<file path="src/rtl/piano_key_scanner_if.sv">
// ----------------------------------------------------------------------------
// piano_key_scanner_if
// Chord hand-off between the key scanner (master) and the synth LISTEN stage
// (slave). A chord moves on a clock edge where chord_valid and chord_ready
// are both high.
//   chord_valid  master -> slave  a chord is offered
//   chord_ready  slave  -> master consumer takes the offered chord
//   chord_data   master -> slave  offered chord (bit i = key i), held stable
//                                 while chord_valid=1 and chord_ready=0
// ----------------------------------------------------------------------------
interface piano_key_scanner_if #(
  parameter int NKEYS = 8
) ();
  logic             chord_valid;
  logic             chord_ready;
  logic [NKEYS-1:0] chord_data;

  modport master (output chord_valid, output chord_data, input chord_ready);
  modport slave  (input chord_valid, input chord_data, output chord_ready);
endinterface

</file>
<file path="src/rtl/piano_key_scanner.sv">
// ----------------------------------------------------------------------------
// piano_key_scanner
// Samples NKEYS raw key levels, synchronises each through two flops,
// debounces each key independently and offers every new stable chord to the
// synth core over a valid/ready hand-off. When the consumer stalls, the
// offered chord is held; if further chords arrive meanwhile, the most recent
// one is offered right after the stalled transfer completes (latest wins).
//
// Ports
//   clk          in   single clock, posedge
//   rst_n        in   asynchronous active-low reset
//   keys_raw     in   raw key levels (async to clk), 1 = pressed
//   chord        out  live debounced chord
//   any_key      out  |chord
//   bus          master modport of piano_key_scanner_if
//   overrun      out  sticky "a chord was discarded"   (KEY_SCAN_OVERRUN_EN)
//   overrun_clr  in   clears overrun, wins over set     (KEY_SCAN_OVERRUN_EN)
//
// Configuration
//   KEY_SCAN_OVERRUN_EN  when defined, adds the overrun/overrun_clr ports and
//                        the sticky overrun flag.
// ----------------------------------------------------------------------------
module piano_key_scanner #(
  parameter int NKEYS     = 8,
  parameter int DB_CYCLES = 50000,
  parameter int DB_W      = 16
) (
  input  logic             clk,
  input  logic             rst_n,
  input  logic [NKEYS-1:0] keys_raw,
  output logic [NKEYS-1:0] chord,
  output logic             any_key,
  piano_key_scanner_if.master bus
`ifdef KEY_SCAN_OVERRUN_EN
  ,
  output logic             overrun,
  input  logic             overrun_clr
`endif
);

  localparam logic [DB_W-1:0] DB_LAST = DB_W'(DB_CYCLES - 1);

  typedef enum logic {IDLE, PEND} state_t;

  logic [NKEYS-1:0] sync_1;
  logic [NKEYS-1:0] ksync;
  logic [DB_W-1:0]  db_cnt [NKEYS];
  logic [NKEYS-1:0] key_upd;
  logic             chord_chg;
  logic             pend_newer;
  state_t           state;

  // Two-flop synchroniser; ksync is the only view of the keys used below.
  // NOTE: sequential state uses non-blocking assignments so every flop samples
  // pre-edge values, independent of statement order.
  always_ff @(posedge clk or negedge rst_n) begin
    if (!rst_n) begin
      sync_1 <= '0;
      ksync  <= '0;
    end else begin
      sync_1 <= keys_raw;
      ksync  <= sync_1;
    end
  end

  // A key flips once it has disagreed with the accepted level for DB_CYCLES
  // consecutive samples.
  // NOTE: combinational blocks assign a default first so no latch is inferred.
  always_comb begin
    key_upd = '0;
    for (int i = 0; i < NKEYS; i++) begin
      key_upd[i] = (ksync[i] != chord[i]) && (db_cnt[i] == DB_LAST);
    end
  end

  // NOTE: the per-key counters are a handful of flops, not a RAM, so they are
  // reset explicitly along with the chord they qualify.
  always_ff @(posedge clk or negedge rst_n) begin
    if (!rst_n) begin
      chord     <= '0;
      chord_chg <= 1'b0;
      for (int i = 0; i < NKEYS; i++) db_cnt[i] <= '0;
    end else begin
      for (int i = 0; i < NKEYS; i++) begin
        if (ksync[i] == chord[i]) begin
          db_cnt[i] <= '0;
        end else if (key_upd[i]) begin
          chord[i]  <= ksync[i];
          db_cnt[i] <= '0;
        end else begin
          db_cnt[i] <= db_cnt[i] + DB_W'(1);
        end
      end
      // Any number of keys settling together is one chord change; the FSM
      // sees it the cycle after chord has taken its new value.
      chord_chg <= |key_upd;
    end
  end

  assign any_key = |chord;

  // Hand-off FSM. chord_data only loads when nothing is pending or the
  // current offer is being accepted on this edge, which keeps it stable
  // under back-pressure. pend_newer remembers that chord moved on meanwhile.
  always_ff @(posedge clk or negedge rst_n) begin
    if (!rst_n) begin
      state           <= IDLE;
      bus.chord_valid <= 1'b0;
      bus.chord_data  <= '0;
      pend_newer      <= 1'b0;
    end else begin
      case (state)
        IDLE: begin
          if (chord_chg) begin
            bus.chord_data  <= chord;
            bus.chord_valid <= 1'b1;
            pend_newer      <= 1'b0;
            state           <= PEND;
          end
        end
        PEND: begin
          if (bus.chord_ready) begin
            if (chord_chg || pend_newer) begin
              bus.chord_data <= chord;
              pend_newer     <= 1'b0;
            end else begin
              bus.chord_valid <= 1'b0;
              state           <= IDLE;
            end
          end else if (chord_chg) begin
            pend_newer <= 1'b1;
          end
        end
        default: begin
          state           <= IDLE;
          bus.chord_valid <= 1'b0;
        end
      endcase
    end
  end

`ifdef KEY_SCAN_OVERRUN_EN
  // A second unseen change while stalled means an intermediate chord is gone.
  always_ff @(posedge clk or negedge rst_n) begin
    if (!rst_n) begin
      overrun <= 1'b0;
    end else if (overrun_clr) begin
      overrun <= 1'b0;
    end else if (state == PEND && !bus.chord_ready && chord_chg && pend_newer) begin
      overrun <= 1'b1;
    end
  end
`endif

endmodule

</file>
<file path="src/flat_wrapper.sv">
// flat-port wrapper written by rule: the top's interface ports become plain ports
module piano_key_scanner_flat 
#(
  parameter int NKEYS     = 8,
  parameter int DB_CYCLES = 50000,
  parameter int DB_W      = 16
)
  (clk, rst_n, keys_raw, chord, any_key, bus_chord_valid, bus_chord_data, bus_chord_ready);
  piano_key_scanner_if #(.NKEYS(NKEYS)) bus_i ();
  input  logic clk;
  input  logic rst_n;
  input  logic [NKEYS-1:0] keys_raw;
  output logic [NKEYS-1:0] chord;
  output logic any_key;
  output wire logic [$bits(bus_i.chord_valid)-1:0] bus_chord_valid;
  output wire logic [$bits(bus_i.chord_data)-1:0] bus_chord_data;
  input wire logic [$bits(bus_i.chord_ready)-1:0] bus_chord_ready;
  assign bus_chord_valid = bus_i.chord_valid;
  assign bus_chord_data = bus_i.chord_data;
  assign bus_i.chord_ready = bus_chord_ready;
  piano_key_scanner #(.NKEYS(NKEYS), .DB_CYCLES(DB_CYCLES), .DB_W(DB_W)) u_core (.clk(clk), .rst_n(rst_n), .keys_raw(keys_raw), .chord(chord), .any_key(any_key), .bus(bus_i));
endmodule
</file>
<file path="config.mk">
export PLATFORM = sky130hd
export DESIGN_NAME = piano_key_scanner_flat
export DESIGN_NICKNAME = d
export VERILOG_FILES = /design/src/rtl/piano_key_scanner_if.sv /design/src/rtl/piano_key_scanner.sv /design/src/flat_wrapper.sv
export SDC_FILE = /design/constraint.sdc
export NUM_CORES = 1
export LEC_CHECK = 0
export CAP_MARGIN = 0
export CORE_MARGIN = 2
export CORE_UTILIZATION = 45
export CTS_CLUSTER_DIAMETER = 120
export CTS_CLUSTER_SIZE = 28
export DETAILED_ROUTE_END_ITERATION = 7
export PLACE_DENSITY = 0.73
export SLEW_MARGIN = 20
export SYNTH_ARGS = -nofsm -noshare
export SYNTH_HDL_FRONTEND = slang
export SYNTH_SLANG_ARGS = --single-unit
</file>
<file path="constraint.sdc">
create_clock -name clk -period 2.3 [get_ports clk]
set_input_delay 0.69 -clock clk [delete_from_list [all_inputs] [get_ports clk]]
set_output_delay 0.69 -clock clk [all_outputs]
set_load 0.1 [all_outputs]
</file>
-- Word-level counts from Yosys, hierarchy flattened
Cells that the tools add are included.
- $add $sub $neg: 8
- eq/ne operators: 30
- multiplexer cells: 32
- bitwise gates (word level): 9
- reduce and logical (&&, ||, !) cells: 22
- operators by type and width (kind ; count):
    16-bit two-way mux ; 16
    16-bit by 1-bit adder with 16-bit output (second input constant) ; 8
    16-bit equality test (second input constant) ; 8
    8-bit two-way mux ; 3
    8-bit one-hot mux with 2 select lines ; 1
    2-bit AND reduction ; 8
    8-bit OR reduction ; 2
    1-bit two-way mux ; 9
    1-bit NOT ; 9
    3-bit AND reduction ; 3
    1-bit equality test ; 8
    1-bit logical AND ; 8
    1-bit inequality test ; 8
    2-bit inequality test (second input constant) ; 3
    1-bit one-hot mux with 2 select lines ; 3
    3-bit by 2-bit inequality test with 1-bit output (second input constant) ; 1
    3-bit inequality test (second input constant) ; 1
    2-bit by 1-bit inequality test with 1-bit output (second input constant) ; 1
    1-bit logical OR ; 1
- flip-flop bits (word level): 164
- input bits: 11
- output and inout bits: 18

-- Longest topological paths before layout
- depth after elaboration: 4
- depth in mapped cells: 8

-- Worst setup path after synthesis
No wires, ideal clock.
- path kind: register to register
- start point: reg u_core.chord[3]
- end point: reg u_core.db_cnt[70] in the netlist's numbering
- library setup time: 132 ps
- arrival time: 2400 ps
- data required time: 2168 ps
- path slack: -232 ps
- cell stages (with the launch flop): 7
- path buffers: 1
- period minus slack after synthesis: 2532 ps
- cell sequence: dfrtp_1 -> xor2_1 -> nand4b_1 -> or4_1 -> nand2_1 -> clkbuf_1 -> nor2_1
- cells in the longest elaborated chain, start to end: 4
- elaborated cells on any way between the ends: 5
- classes of those cells: 2 x eq/ne; 2 x mux; 1 x reduce/logical
- RTL lines (element ; RTL line ; source):
    start, declared ; piano_key_scanner.sv:31 ; output logic [NKEYS-1:0] chord,
    start signal, assigned by index ; piano_key_scanner.sv:88 ; chord[i] <= ksync[i];
    1-bit inequality test ; piano_key_scanner.sv:72 ; key_upd[i] = (ksync[i] != chord[i]) && (db_cnt[i] == DB_LAST);
    1-bit logical AND ; piano_key_scanner.sv:72 ;
    16-bit two-way mux ; piano_key_scanner.sv:87 ; end else if (key_upd[i]) begin
    16-bit two-way mux (*) ; piano_key_scanner.sv:85 ; if (ksync[i] == chord[i]) begin
    end signal, assigned by index ; piano_key_scanner.sv:91 ; db_cnt[i] <= db_cnt[i] + DB_W'(1);
    end, declared ; piano_key_scanner.sv:47 ; logic [DB_W-1:0] db_cnt [NKEYS];
Mark *: on every way between the ends. The rest lies on a longest branch, timed or not.
A chain may end at the register's enable or synchronous reset.

-- Worst setup path after layout
- start point: reg u_core.db_cnt[39] in the netlist's numbering
- end point: reg u_core.chord[5]
- cells in the longest elaborated chain, start to end: 3
- RTL lines (element ; RTL line):
    16-bit equality test ; piano_key_scanner.sv:72
    1-bit logical AND ; piano_key_scanner.sv:72
    2-bit AND reduction (no line) ; n/a
No other way between the ends.

==> results.sh <==
export IMPL_outcome="finished clean"
export IMPL_pwr_share_seq=0.489
export IMPL_crit_path_start="u_core.db_cnt[39]"
export IMPL_crit_top_cell="or4_4"
export IMPL_dieArea_mm2=0.0175
export IMPL_synth_cell_area_mm2=0.00739
export IMPL_hold_viol=0
export IMPL_area_growth_pct=19.0
export IMPL_vias_per_cell=5.07
export IMPL_finalWirelength_mm=13.5
export IMPL_dieWidth_um=132
export IMPL_synth_edff_count=0
export IMPL_grt_remaining_overflow=0
export IMPL_final_area_mm2=0.00879
export IMPL_cts_sinks=164
export IMPL_grt_pass1_wl_mm=23.4
export IMPL_yosysSeqAreaShare=0.555
export IMPL_finalSetupViolCount=0
export IMPL_final_max_slew_violation_count=0
export IMPL_slowest_delay_ps=540
export IMPL_p_leak_nw=3.88
export IMPL_final_antenna_net_count=0
export IMPL_grt_pass1_vias=4917
export IMPL_powerDensity_mw_per_mm2=692
export IMPL_synth_avg_cell_area_um2=10.5
export IMPL_ys_warn_count=0
export IMPL_clk_path_buf_depth=2
export IMPL_worstReg2RegEnd="u_core.chord[5]"
export IMPL_synth_main_ff_cell="dfrtp_1"
export IMPL_critical_path_cell_chain="or4b_4 > or4_4 > or4_4 > mux2_4"
export IMPL_grt_use_total=0.165
export IMPL_synth_top_cell_area_share=0.555
export IMPL_place_area_mm2=0.00813
export IMPL_peakVddDrop_mv=0.548
export IMPL_ys_top_cells_by_area="dfrtp_1, xor2_1, nor2_1"
export IMPL_antenna_found_initial=0
export IMPL_rows=46
export IMPL_cts_clk_slew_worst_paths_ps=60
export IMPL_place_hpwl_mm=9.24
export IMPL_num_vias=5018
export IMPL_critPathArrivalTime_ps=2600
export IMPL_intPower_mw=4.84
export IMPL_drive_gt1_frac=0.140
export IMPL_cts_tree="yes"
export IMPL_p_switching_mw=1.25
export IMPL_drc=0
export IMPL_timing_rr_start="u_core.db_cnt[39]"
export IMPL_synth_most_common_cell="dfrtp_1"
export IMPL_tightest_slew_ps=572
export IMPL_clk_latency_ps=420
export IMPL_ys_seq_elements=164
export IMPL_yosysTopAreaCell="dfrtp_1"
export IMPL_slowest_stage="or4_4"
export IMPL_synth_distinct_cells=40
export IMPL_cts_inserted_buffers=17
export IMPL_async_flop_share=1.00
export IMPL_globalplace_congestion=0.835
export IMPL_switching_share=0.205
export IMPL_r2r_slack_ps=7
export IMPL_yosys_top_cells_count="dfrtp_1, nor2_1, xor2_1"
export IMPL_power_combinational_fraction=0.031
export IMPL_io_pin_count=29
export IMPL_hp_class="in -> async"
export IMPL_die_h_um=132
export IMPL_drtIter0Drc=337
export IMPL_num_antenna_cells=0
export IMPL_io_buffer_count=28
export IMPL_rsz0062_at_grt="true"
export IMPL_relSlewSlack=0.615
export IMPL_r2r_cells=4
export IMPL_max_freq_mhz=436
export IMPL_cts_root_buffer="clkbuf_16"
export IMPL_drv_cap=0
export IMPL_cp_end_kind="flip-flop"
export IMPL_syn_nets=724
export IMPL_crit_type="reg -> reg"
export IMPL_holdWs_ps=212
export IMPL_skew_ps=7.09
export IMPL_initial_core_util=0.464
export IMPL_htree_levels=4
export IMPL_final_nets=780
export IMPL_cts_hold_buffers=0
export IMPL_drt_pass1_iterations=4
export IMPL_start_kind="flip-flop"
export IMPL_crit_required_ps=2610
export IMPL_p_clk_frac=0.480
export IMPL_core_area_mm2=0.0159
export IMPL_grt_max_degree=52
export IMPL_layout_min_cycle_time_ps=2290
export IMPL_worstPathMaxFanout=4
export IMPL_netlist_instances=705
export IMPL_timing_final_crit_share=0.997
export IMPL_wl_per_cell_um=13.7
==> through the flow <==
stage	setup slack, ps	TNS (ps)	total power, mW	cells	util
after floorplan	30.1	0	3.11	705	-
after global placement	-6.68	-42.8	3.22	957	0.510
after detailed placement	-61.4	-729	3.22	957	0.510
after CTS	3.00	0	6.14	988	0.549
after global routing	-35.6	-56.7	6.30	989	0.552
final	7.25	0	6.08	989	0.552
==> final cells by class <==
type	count	area (um2)
Fill cell	1351	7150
Sequential cell	164	4110
Multi-Input combinational cell	515	3230
Timing Repair Buffer	50	527
Clock buffer	21	450
Tap cell	216	270
Clock inverter	10	156
Inverter	13	48.8
==> metal layers <==
metal,wire length (um),track usage,share of wire,up-vias
met5,0,0,0,-
met4,243,0.0628,0.018,0
met3,336,0.0369,0.025,21
met2,6310,0.257,0.47,59
met1,6620,0.226,0.49,2445
li1,-,-,-,2493
==> power groups by stage <==
stage,Combinational [mW],Sequential (mW),Clock [mW]
2_1_floorplan,0.0921,3.02,0
3_3_place_gp,0.194,3.02,0
3_5_place_dp,0.196,3.03,0
4_1_cts,0.198,2.97,2.97
5_1_grt,0.220,2.98,3.10
6_report,0.191,2.97,2.92
==> state kept, by name, summed over array words and instances, names as in the netlist <==
signal,flops
u_core.state,1
u_core.bus.chord_data,8
u_core.pend_newer,1
u_core.chord,8
u_core.db_cnt,128
u_core.ksync,8
u_core.chord_chg,1
u_core.bus.chord_valid,1
u_core.sync_1,8
==> cells in the final DEF, fill, tap and decap left out, types with 13 or more instances in the layout <==
cell type	instances
dfrtp_1	158
nor2_1	157
xor2_1	74
nand2_1	47
xnor2_1	44
nand3_1	42
nand4_1	30
buf_4	30
clkbuf_16	17
mux2_2	15
and4_1	14
inv_1	13
and3_1	13
==> worst max-delay path by stage <==
stage / endpoint / slack, ps
global route: u_core.chord[5] / -40
global placement: u_core.db_cnt[35] / -7
detailed placement: u_core.db_cnt[39] / -60
CTS: any_key / 3
finish: u_core.chord[5] / 7
floorplan: u_core.chord[5] / 30
==> what timing repair did <==
action                                  4_1_cts  5_1_grt
endpoints found under the setup margin       17       19
gates resized for setup                       3        8
buffers inserted                              0        1
pin swaps                                     1        3
==> worst max-delay path: cells and delay by family, from the launching register on <==
kind          cells  cell delay [ps]
simple gates      3             1480
flops             1              380
mux               1              310
==> cell families after synthesis <==
| group | after synthesis | share of synthesized area |
|---|---|---|
| muxes | 16 | 0.0249 |
| xor gates and xnor gates | 118 | 0.140 |
| and+or+nand+nor | 365 | 0.243 |
| DFF | 164 | 0.555 |
| adders and majority gates | 8 | 0.0135 |
| buffers and inverters | 26 | 0.0151 |
| AOI/OAI and AO/OA | 8 | 0.00880 |
(Power assumes the default switching activity.)
